<file path="src/rtl/int_to_float_rne.sv">
// int_to_float_rne: INT_WIDTH-bit signed/unsigned integer to IEEE-754 single, round-to-nearest-even
//   clk, reset_n (async active-low)
//   in_valid/in_ready/intin/signed_mode : operand handshake, accepted only in IDLE
//   out_valid/out_ready/floatout        : result handshake, floatout held until accepted
module int_to_float_rne #(
   parameter int INT_WIDTH      = 16,
   parameter int SIGNED_DEFAULT = 1
) (
   input  logic                 clk,
   input  logic                 reset_n,
   input  logic                 in_valid,
   output logic                 in_ready,
   input  logic [INT_WIDTH-1:0] intin,
   input  logic                 signed_mode,
   output logic                 out_valid,
   input  logic                 out_ready,
   output logic [31:0]          floatout
);
   if (INT_WIDTH < 2 || INT_WIDTH > 32 || SIGNED_DEFAULT < 0 || SIGNED_DEFAULT > 1) begin : g_bad_param
      $error("int_to_float_rne: illegal parameter value");
   end
   typedef enum logic [1:0] {IDLE, NORM, ROUND, OUT} state_t;
   state_t state, state_d;
   logic                 sign;
   logic [INT_WIDTH-1:0] mag, norm;
   logic [7:0]           exp, exp_n;
   logic [5:0]           msb;
   logic [63:0]          al;
   logic [23:0]          sum;
   logic                 neg, inc;
   assign in_ready  = state == IDLE;
   assign out_valid = state == OUT;
   assign neg       = signed_mode & intin[INT_WIDTH-1];
   always_comb begin
      state_d = state;
      case (state)
         IDLE:    state_d = in_valid ? ((intin == '0) ? OUT : NORM) : IDLE;
         NORM:    state_d = ROUND;
         ROUND:   state_d = OUT;
         default: state_d = out_ready ? IDLE : OUT;
      endcase
   end
   always_comb begin
      msb = '0;
      for (int i = 0; i < INT_WIDTH; i++) if (mag[i]) msb = 6'(i);
   end
   assign norm  = mag << (6'(INT_WIDTH - 1) - msb);
   assign exp_n = 8'd127 + {2'b00, msb};
   // Left-align the normalised value in 64 bits and drop the hidden 1: the top 23 bits are the
   // fraction, the next is guard, the rest sticky. Narrow inputs leave guard/sticky at zero.
   assign al  = {mag, {(64 - INT_WIDTH){1'b0}}} << 1;
   assign inc = al[40] & ((|al[39:0]) | al[41]);
   assign sum = {1'b0, al[63:41]} + {23'd0, inc};
   always_ff @(posedge clk or negedge reset_n) begin
      if (!reset_n) begin
         state    <= IDLE;
         sign     <= 1'b0;
         mag      <= '0;
         exp      <= '0;
         floatout <= '0;
      end else begin
         state <= state_d;
         case (state)
            IDLE: if (in_valid) begin
               sign <= neg;
               mag  <= neg ? -intin : intin;
               if (intin == '0) floatout <= '0;
            end
            NORM: begin
               mag <= norm;
               exp <= exp_n;
            end
            // A carry out of the fraction leaves sum[22:0] at zero, so only the exponent bumps.
            ROUND:   floatout <= {sign, exp + {7'd0, sum[23]}, sum[22:0]};
            default: ;
         endcase
      end
   end
endmodule
</file>
<file path="config.mk">
export PLATFORM = sky130hd
export DESIGN_NAME = int_to_float_rne
export DESIGN_NICKNAME = d
export VERILOG_FILES = /design/src/rtl/int_to_float_rne.sv
export SDC_FILE = /design/constraint.sdc
export NUM_CORES = 1
export LEC_CHECK = 0
export ABC_AREA = 1
export BUFFER_PORTS_ARGS = -buffer_cell sky130_fd_sc_hd__buf_2
export CORE_MARGIN = 2
export CORE_UTILIZATION = 30
export DETAILED_ROUTE_END_ITERATION = 16
export PLACE_DENSITY = 0.49
export SKIP_CTS_REPAIR_TIMING = 1
export SLEW_MARGIN = 10
export SYNTH_ARGS = -nofsm -noshare
export SYNTH_HDL_FRONTEND = slang
export SYNTH_SLANG_ARGS = --single-unit
</file>
<file path="constraint.sdc">
create_clock -name clk -period 2.8 [get_ports clk]
set_input_delay 0 -clock clk [delete_from_list [all_inputs] [get_ports clk]]
set_output_delay 0 -clock clk [all_outputs]
set_load 0.02 [all_outputs]
</file>
**Word level (Yosys, flattened, before mapping)**

Cells that the tools add are included.
W data, S select, Z words.

- Add/sub/neg operators: 3
- Multipliers: 0
- Divide/modulo/power cells: 0
- $lt $le $gt $ge: 0
- Equality and inequality tests: 5
- Shift operators: 1
- Multiplexer cells: 25
- Bitwise operators: 1
- Reductions and logical operators: 7

Operator list:

| kind | count |
|---|---|
| $mux W6 | 13 |
| $mux W32 | 2 |
| $pmux W32 S2 | 1 |
| $mux W16 | 2 |
| $pmux W16 S2 | 1 |
| $logic_not A16 Y1 | 1 |
| $neg A16 Y16 | 1 |
| $shl A16 B6 Y16 | 1 |
| $add A7 B6 Y8 const A | 1 |
| $mux W2 | 4 |
| $pmux W2 S3 | 1 |
| $sub A4 B6 Y6 const A | 1 |
| $eq A2 B2 Y1 const B | 2 |
| $reduce_and A2 Y1 | 2 |
| $reduce_bool A2 Y1 | 2 |
| $reduce_and A3 Y1 | 1 |
| $eq A2 B1 Y1 const B | 1 |
| $logic_not A2 Y1 | 1 |
| $ne A2 B1 Y1 const B | 1 |
| $ne A2 B2 Y1 const B | 1 |
| $and A1 B1 Y1 | 1 |
| $mux W1 | 1 |

- Register bits after elaboration: 59
- Bits in latches: 0
- Memory bits (writable): 0
- Bits in read-only memories: 0
- Bits of input ports: 21
- Output and inout port bits: 34
- Logic and storage cells: 47
- Memories: 0

**Depth between registers and ports, before layout**

Gate-level depths: netlist of run 1.

- Depth after elaboration: 18
- Gate-level depth with buffers: 24
- Mapped depth without buffers: 23

**Least setup slack after synthesis of run 1**

OpenSTA, ideal clock, no wires.

- Kind: reg-to-reg
- From: register state[0]
- To: register mag[10]
- Setup time: 0.120 ns
- Data arrival time: 1.969 ns
- Data required time: 2.680 ns
- Path slack: 0.711 ns
- Cell stages (with the launch flop): 11
- Buffers on the path: 2
- Clock period less this slack: 2.089 ns
- Cell sequence: dfrtp_1 inv_1 ha_1 nand2_1 inv_1 a21oi_1 inv_1 clkbuf_1 clkbuf_1 nor2_1 a21oi_2

- Word-level cells in the longest chain between the ends: 3
- Elaborated cells on any way between the ends: 6
- Classes of those cells: 2 x eq/ne; 1 x mux; 3 x reduce/logical

RTL lines:

| item | RTL line | RTL |
|---|---|---|
| start: declaration | 23 | `state_t state, state_d;` |
| start signal: assignment | 62 | `state <= state_d;` |
| $logic_not A2 Y1 (*) | - |  |
| named net in_ready | 12 | `output logic in_ready,` |
| $ne A2 B2 Y1 (no source line) / $reduce_bool A2 Y1 (equally long branches) | - |  |
| $reduce_and A2 Y1 (no source line) | - |  |
| end signal: assignment | 66 | `mag <= neg ? -intin : intin;` |
| end signal: assignment | 70 | `mag <= norm;` |
| end: declaration | 25 | `logic [INT_WIDTH-1:0] mag, norm;` |

The timed path passes the listed nets; every way through them passes the cells marked *.
A chain may end at the register's enable or synchronous reset.

**Worst setup path after layout of run 1**

- From: register mag[2]
- To: register exp[3]

- Word-level cells in the longest chain between the ends: 15

RTL lines:

| item | RTL line | RTL |
|---|---|---|
| $mux W2 | 45 | `for (int i = 0; i < INT_WIDTH; i++) if (mag[i]) msb = 6'(i);` |
| $mux W6 (13 in a row) | 45 |  |
| $add A7 B6 Y8 | 48 | `assign exp_n = 8'd127 + {2'b00, msb};` |
| end signal: assignment | 71 | `exp <= exp_n;` |
| end: declaration | 26 | `logic [7:0] exp, exp_n;` |

No other way between the ends.

==> results of run 1 <==
[logic make-up after synthesis]
family	synth area share
other cells	0.001094
flops	0.3577
xor+xnor	0.002555
simple gates	0.3865
buf+inv	0.1164
compound gates	0.1102
fa+ha+maj	0.02555
[sequential cells by signal, summed over array words and instances (netlist names)]
name      flops
state         2
exp           7
floatout     23
mag          16
sign          1
[placed cells by master (no fill, tap or decap), drive strengths merged]
master and n:
or4 1, o31ai 1, inv 52, xor2 1, o21bai 1, a22oi 4
dfrtp 49, nor3 7, clkinv 2, o211ai 2, nand3 124, or2 5
a211o 1, nor2 34, a31oi 7, ha 7, a21oi 21, o22ai 1
o21ai 23, bufinv 1, clkbuf 5, dlygate4sd3 2, nor4 2, a22o 1
nand2 116, conb 8, buf 59, o21a 1, and3 1
[worst max-delay path by stage]
stage / start / endpoint / slack [ns] / cells past startpoint
floorplan: state[0] / mag[10] / 0.71 / 10
global placement: mag[2] / exp[3] / 0.42 / 9
detailed placement: mag[2] / exp[3] / 0.42 / 9
CTS: mag[2] / exp[3] / 0.39 / 9
global route: mag[2] / exp[3] / 0.21 / 9
finish: mag[2] / exp[3] / 0.38 / 9
[per-stage QoR]
step                hold slack (ns)  setup slack (ns)  std cells    util
floorplan                   -0.2956            0.7107        504       -
global placement            0.07476            0.4153        673  0.3337
detailed placement          0.07291            0.4202        673  0.3337
CTS                         -0.2333            0.3949        680  0.3479
global route                 0.1570            0.2088        682  0.3497
finish                       0.1231            0.3763        682  0.3497
[critical path, delay by kind of cell, from the launching register on]
family | cells | cell delay (ns)
compound gates | 3 | 0.68
fa+ha+maj | 1 | 0.28
buf+inv | 1 | 0.24
flops | 1 | 0.48
simple gates | 4 | 0.68
[area by class of cell]
type                    instances  area, um2
clock buffers                   5      125.1
clock inverters                 2      35.03
fillers                      1224       7331
inverters                      53      198.9
multi-input cells             369       1829
flip-flops and latches         49       1226
well taps                     143      178.9
repair buffers                 61      347.8
[layer usage]
metal,track usage,routed length [um],vias up
met5,0,0,-
met3,0.02078,462,14
met2,0.2773,4823,99
met1,0.2602,5310,1605
li1,-,-,1718
met4,0.04750,207,0
[where the power goes]
part	leakage, uW	switching [uW]	internal [uW]	total [uW]
Combinational	0.00138	1990	919	2900
Sequential	0.000609	294	1010	1310
Clock	0.0000797	265	415	681
==> summary.txt, run 1 <==
clock transition at the registers of the reported paths = 0.07 ns
Initial DRC Count = 247
count of final max-slew check failures = 0
leading cell types by count after synthesis = nand3_1 (123), nand2_1 (112), dfrtp_1 (49)
startpoint types = flip-flop
total length of routed wires = 10.80 mm
Die Y = 110.9 um
worst-path cell chain = o211ai_1 -> nand3_1 -> nand2_1 -> nand3_1 -> a31oi_4 -> inv_2 -> nor3_2 -> ha_1 -> o21ai_0
skew final = 0.007189 ns
most frequent cell after synthesis = nand3_1
reg2reg end = exp[3]
I/O pin count = 55
Final nets = 567
Post-synth top flop = dfrtp_1
Finished Cell Area = 0.003941 mm2
Post-DP Area = 0.003761 mm2
hold path endpoint = sign
die area = 0.01230 mm2
RSZ-0062 raised after global routing = false
H-tree depth = 2
via count = 3436
clk_lat worst skew = 0.29 ns
worst stage delay on the critical path = 0.48 ns
register bit total from synthesis = 49
Cell Area, Synth = 0.003428 mm2
hold depth = 4
CP max stage cell = dfrtp_1
R2R depth = 9
Layout Area Growth over Synthesis = 14.96%
clock sinks = 49
layout cell share with drive strength beyond 1 = 0.1614
Synth Instances = 497
Final Cycle Share = 0.8656
Avg WL per Cell = 15.84 um
top-area cell type share of the netlist area = 0.3577
Post-synth EDFFs = 0
drt first pass iters = 5
core region area = 0.01127 mm2
asr flop ratio synth = 1.000
top cells by area, synth = dfrtp_1 (36%), nand3_1 (18%), nand2_1 (12%)
CTS Buf Count = 5
antenna violations before repair = 0
Row Count = 39
synth warn = 0
Hold Fails Final Rpt = 0
Slew @ Worst Pin = 0.6561 ns
max-cap violation count = 0
Ant. Diodes = 0
clock root buffer = clkbuf_16
Seq/Total Area, Yosys = 0.3577
Port Buffer Count = 46
Die X = 110.9 um
capturing element type of the critical path = flip-flop
min-delay src = in_valid
GRT overflow = 0
worst hold path type = in -> reg
Final setup viols = 0
Lkg Pwr = 0.002073 uW
worst setup path class = reg -> reg
CTS tree = yes
vias in the first global route = 3273
Initial Utilization = 0.3041
outcome = completed
first-pass GRT wire length = 17.59 mm
# DRC = 0
RR Startpoint = mag[2]
PwrDens = 1241 mW/mm2
fmax = 0.4126 GHz
drt via density = 5.038
Setup TNS = 0 ns
clk buf depth = 2
peak supply drop = 0.0004559 V
Yosys top cell by area = dfrtp_1
Critical Path Most Common Cell = nand3_1
Arrival @ worst endpoint = 2.63 ns
syn_area_per_cell = 6.898 um2
estimated wirelength of the detail-placed design = 8.219 mm
Final Total Pwr = 4891 uW
fin crit period = 2.424 ns
largest net degree at the start of global routing = 29
R2R Setup Slk = 0.38 ns
Final ANT Viol Nets = 0
CP max FO = 19
worst path required time = 3.01 ns
Placer Congestion = 0.9458
synth unique cells = 39
Slew HR = 0.5626
total track usage = 0.1775
Power figures use the tool's default switching activity.
==> run 2: changes to the inputs <==
--- a/config.mk
+++ b/config.mk
@@ -10,7 +10,9 @@
 export CORE_MARGIN = 2
 export CORE_UTILIZATION = 30
 export DETAILED_ROUTE_END_ITERATION = 16
+export GPL_TIMING_DRIVEN = 0
 export PLACE_DENSITY = 0.49
+export SETUP_SLACK_MARGIN = 0.05
 export SKIP_CTS_REPAIR_TIMING = 1
 export SLEW_MARGIN = 10
 export SYNTH_ARGS = -nofsm -noshare
==> summary.txt, run 2 (synthesized netlist as in run 1, its figures left out) <==
skew final = 0.008362 ns (+0.001173 ns)
largest net degree at the start of global routing = 50 (+72%)
CTS Buf Count = 5 (unchanged)
R2R depth = 10 (+1)
Arrival @ worst endpoint = 2.70 ns (+0.07 ns)
max reg flops = 23 (unchanged)
core region area = 0.01127 mm2 (unchanged)
hold_ws = 0.08166 ns (-0.04140 ns)
Post-DP Area = 0.003864 mm2 (+2.7%)
R2R Setup Slk = 0.29 ns (-0.09 ns)
Critical Path Most Common Cell = inv_1
metal2 WL = 5.029 mm (+4.3%)
Avg WL per Cell = 15.32 um (-3.3%)
Slew @ Worst Pin = 0.6743 ns (+0.01822 ns)
clock root buffer = clkbuf_16
antenna violations before repair = 0 (unchanged)
Final Cycle Share = 0.8982 (+0.03257)
vias in the first global route = 3279 (+0.18%)
# DRC = 0 (unchanged)
commonest non-fill, non-tap cells in the layout = nand3_1 (123), nand2_1 (112), buf_2 (52)
Die X = 110.9 um (unchanged)
hold depth = 4 (unchanged)
Final nets = 587 (+3.5%)
largest reg by FF count = floatout
CTS tree = yes
capturing element type of the critical path = flip-flop
layout cell share with drive strength beyond 1 = 0.1732 (+0.01180)
clock transition at the registers of the reported paths = 0.07 ns (about the same)
fmax = 0.3976 GHz (-3.6%)
Layout Area Growth over Synthesis = 17.92%
Lkg Pwr = 0.002125 uW (+2.5%)
Initial DRC Count = 248 (+0.40%)
RSZ-0062 raised after global routing = false
total track usage = 0.1751 (-0.002333)
outcome = completed
worst hold path type = in -> reg
hold path endpoint = mag[3]
Slew HR = 0.5505 (-0.01215)
H-tree depth = 2 (unchanged)
first-pass GRT wire length = 17.22 mm (-2.1%)
RR Startpoint = state[0]
CP max stage cell = a21oi_2
Ant. Diodes = 0 (unchanged)
metal3 WL = 469 um (+1.5%)
fin crit period = 2.515 ns (+0.09118 ns)
Finished Cell Area = 0.004043 mm2 (+2.6%)
drt first pass iters = 5 (unchanged)
max-cap violation count = 0 (unchanged)
fillers = 1253 (+2.4%)
CP max FO = 10 (-9)
clock sinks = 49 (unchanged)
die area = 0.01230 mm2 (unchanged)
most common cell after layout, fill and taps aside = nand3_1
Top Metal Used = met4
total length of routed wires = 10.77 mm (-0.31%)
worst-path cell chain = inv_1 -> ha_1 -> nand2_1 -> inv_1 -> a21oi_2 -> inv_1 -> clkbuf_1 -> clkbuf_1 -> nor2_1 -> a21oi_2
GRT overflow = 0 (unchanged)
via count = 3498 (+1.8%)
count of final max-slew check failures = 0 (unchanged)
Hold Fails Final Rpt = 0 (unchanged)
PwrDens = 1200 mW/mm2 (-3.3%)
peak supply drop = 0.0003273 V (-28%)
Initial Utilization = 0.3041 (unchanged)
min-delay src = intin[3]
Post-Route M1 WL = 5.128 mm (-3.4%)
Die Y = 110.9 um (unchanged)
startpoint types = flip-flop
clk buf depth = 2 (unchanged)
estimated wirelength of the detail-placed design = 8.391 mm (+2.1%)
non-filler cells, final = 703 (+3.1%)
placed cells = 693 (+3.0%)
Setup TNS = 0 ns (unchanged)
clk_lat worst skew = 0.29 ns (about the same)
worst path required time = 2.98 ns (-0.03 ns)
Row Count = 39 (unchanged)
biggest regs = floatout: 23 flops, mag: 16 flops, exp: 7 flops
drt via density = 4.976 (-1.2%)
Final setup viols = 0 (unchanged)
reg2reg end = mag[10]
Port Buffer Count = 46 (unchanged)
worst stage delay on the critical path = 0.45 ns (-0.03 ns)
I/O pin count = 55 (unchanged)
Final ANT Viol Nets = 0 (unchanged)
Placer Congestion = 0.9125 (-3.5%)
worst setup path class = reg -> reg
run 2: cell count changes in the layout (fill, tap and decap cells not counted), moves of 2 or more:
cell	change
buf_4	-2
buf_2	+6
buf_6	+4
clkbuf_1	+12
run 2: worst max-delay path, delay by kind of cell (launching register included):
kind                     cells  cell delay [ns]
buffers and inverters        5             0.95
AO/OA/AOI/OAI                2             0.49
flip-flops                   1             0.38
AND/OR/NAND/NOR              2             0.35
adder cells (fa/ha/maj)      1             0.22
run 2: worst max path at each step:
stage	start	endpoint	slack, ns
5_1_grt	state[0]	mag[0]	0.06
2_1_floorplan	state[0]	mag[10]	0.71
4_1_cts	state[0]	mag[0]	-0.08
6_report	state[0]	mag[10]	0.29
3_3_place_gp	state[0]	mag[0]	-0.03
3_5_place_dp	state[0]	mag[0]	-0.06
run 2: routing by layer:
metal | vias up | global-route usage
met4 | 0 | 0.03750
met2 | 93 | 0.2916
met3 | 11 | 0.02187
met5 | - | 0
met1 | 1638 | 0.2448
li1 | 1756 | -
run 2: final cells by class:
class,instances,area [um2],share of cell area
buffer,33,200.2,0.04952
clock buffer,6,138.9,0.03435
clock inverter,2,13.76,0.003405
inverter,53,198.9,0.04921
multi-input combinational,369,1833,0.4534
sequential,49,1226,0.3033
tap,143,178.9,0.04426
timing repair buffer,48,252.7,0.06252
run 2: where the power goes:
group | leakage [uW] | internal (uW) | switching, uW
sequential | 0.000609 | 1010 | 292
clock | 0.0000768 | 356 | 278
combinational | 0.00144 | 946 | 1970
run 2: per-stage QoR:
step	utilization	total power (uW)	setup WS [ns]
3_5_place_dp	0.3428	4218	-0.06359
6_report	0.3586	4852	0.2851
2_1_floorplan	-	3346	0.7107
5_1_grt	0.3586	5297	0.06265
4_1_cts	0.3563	4873	-0.08171
3_3_place_gp	0.3428	4236	-0.02966
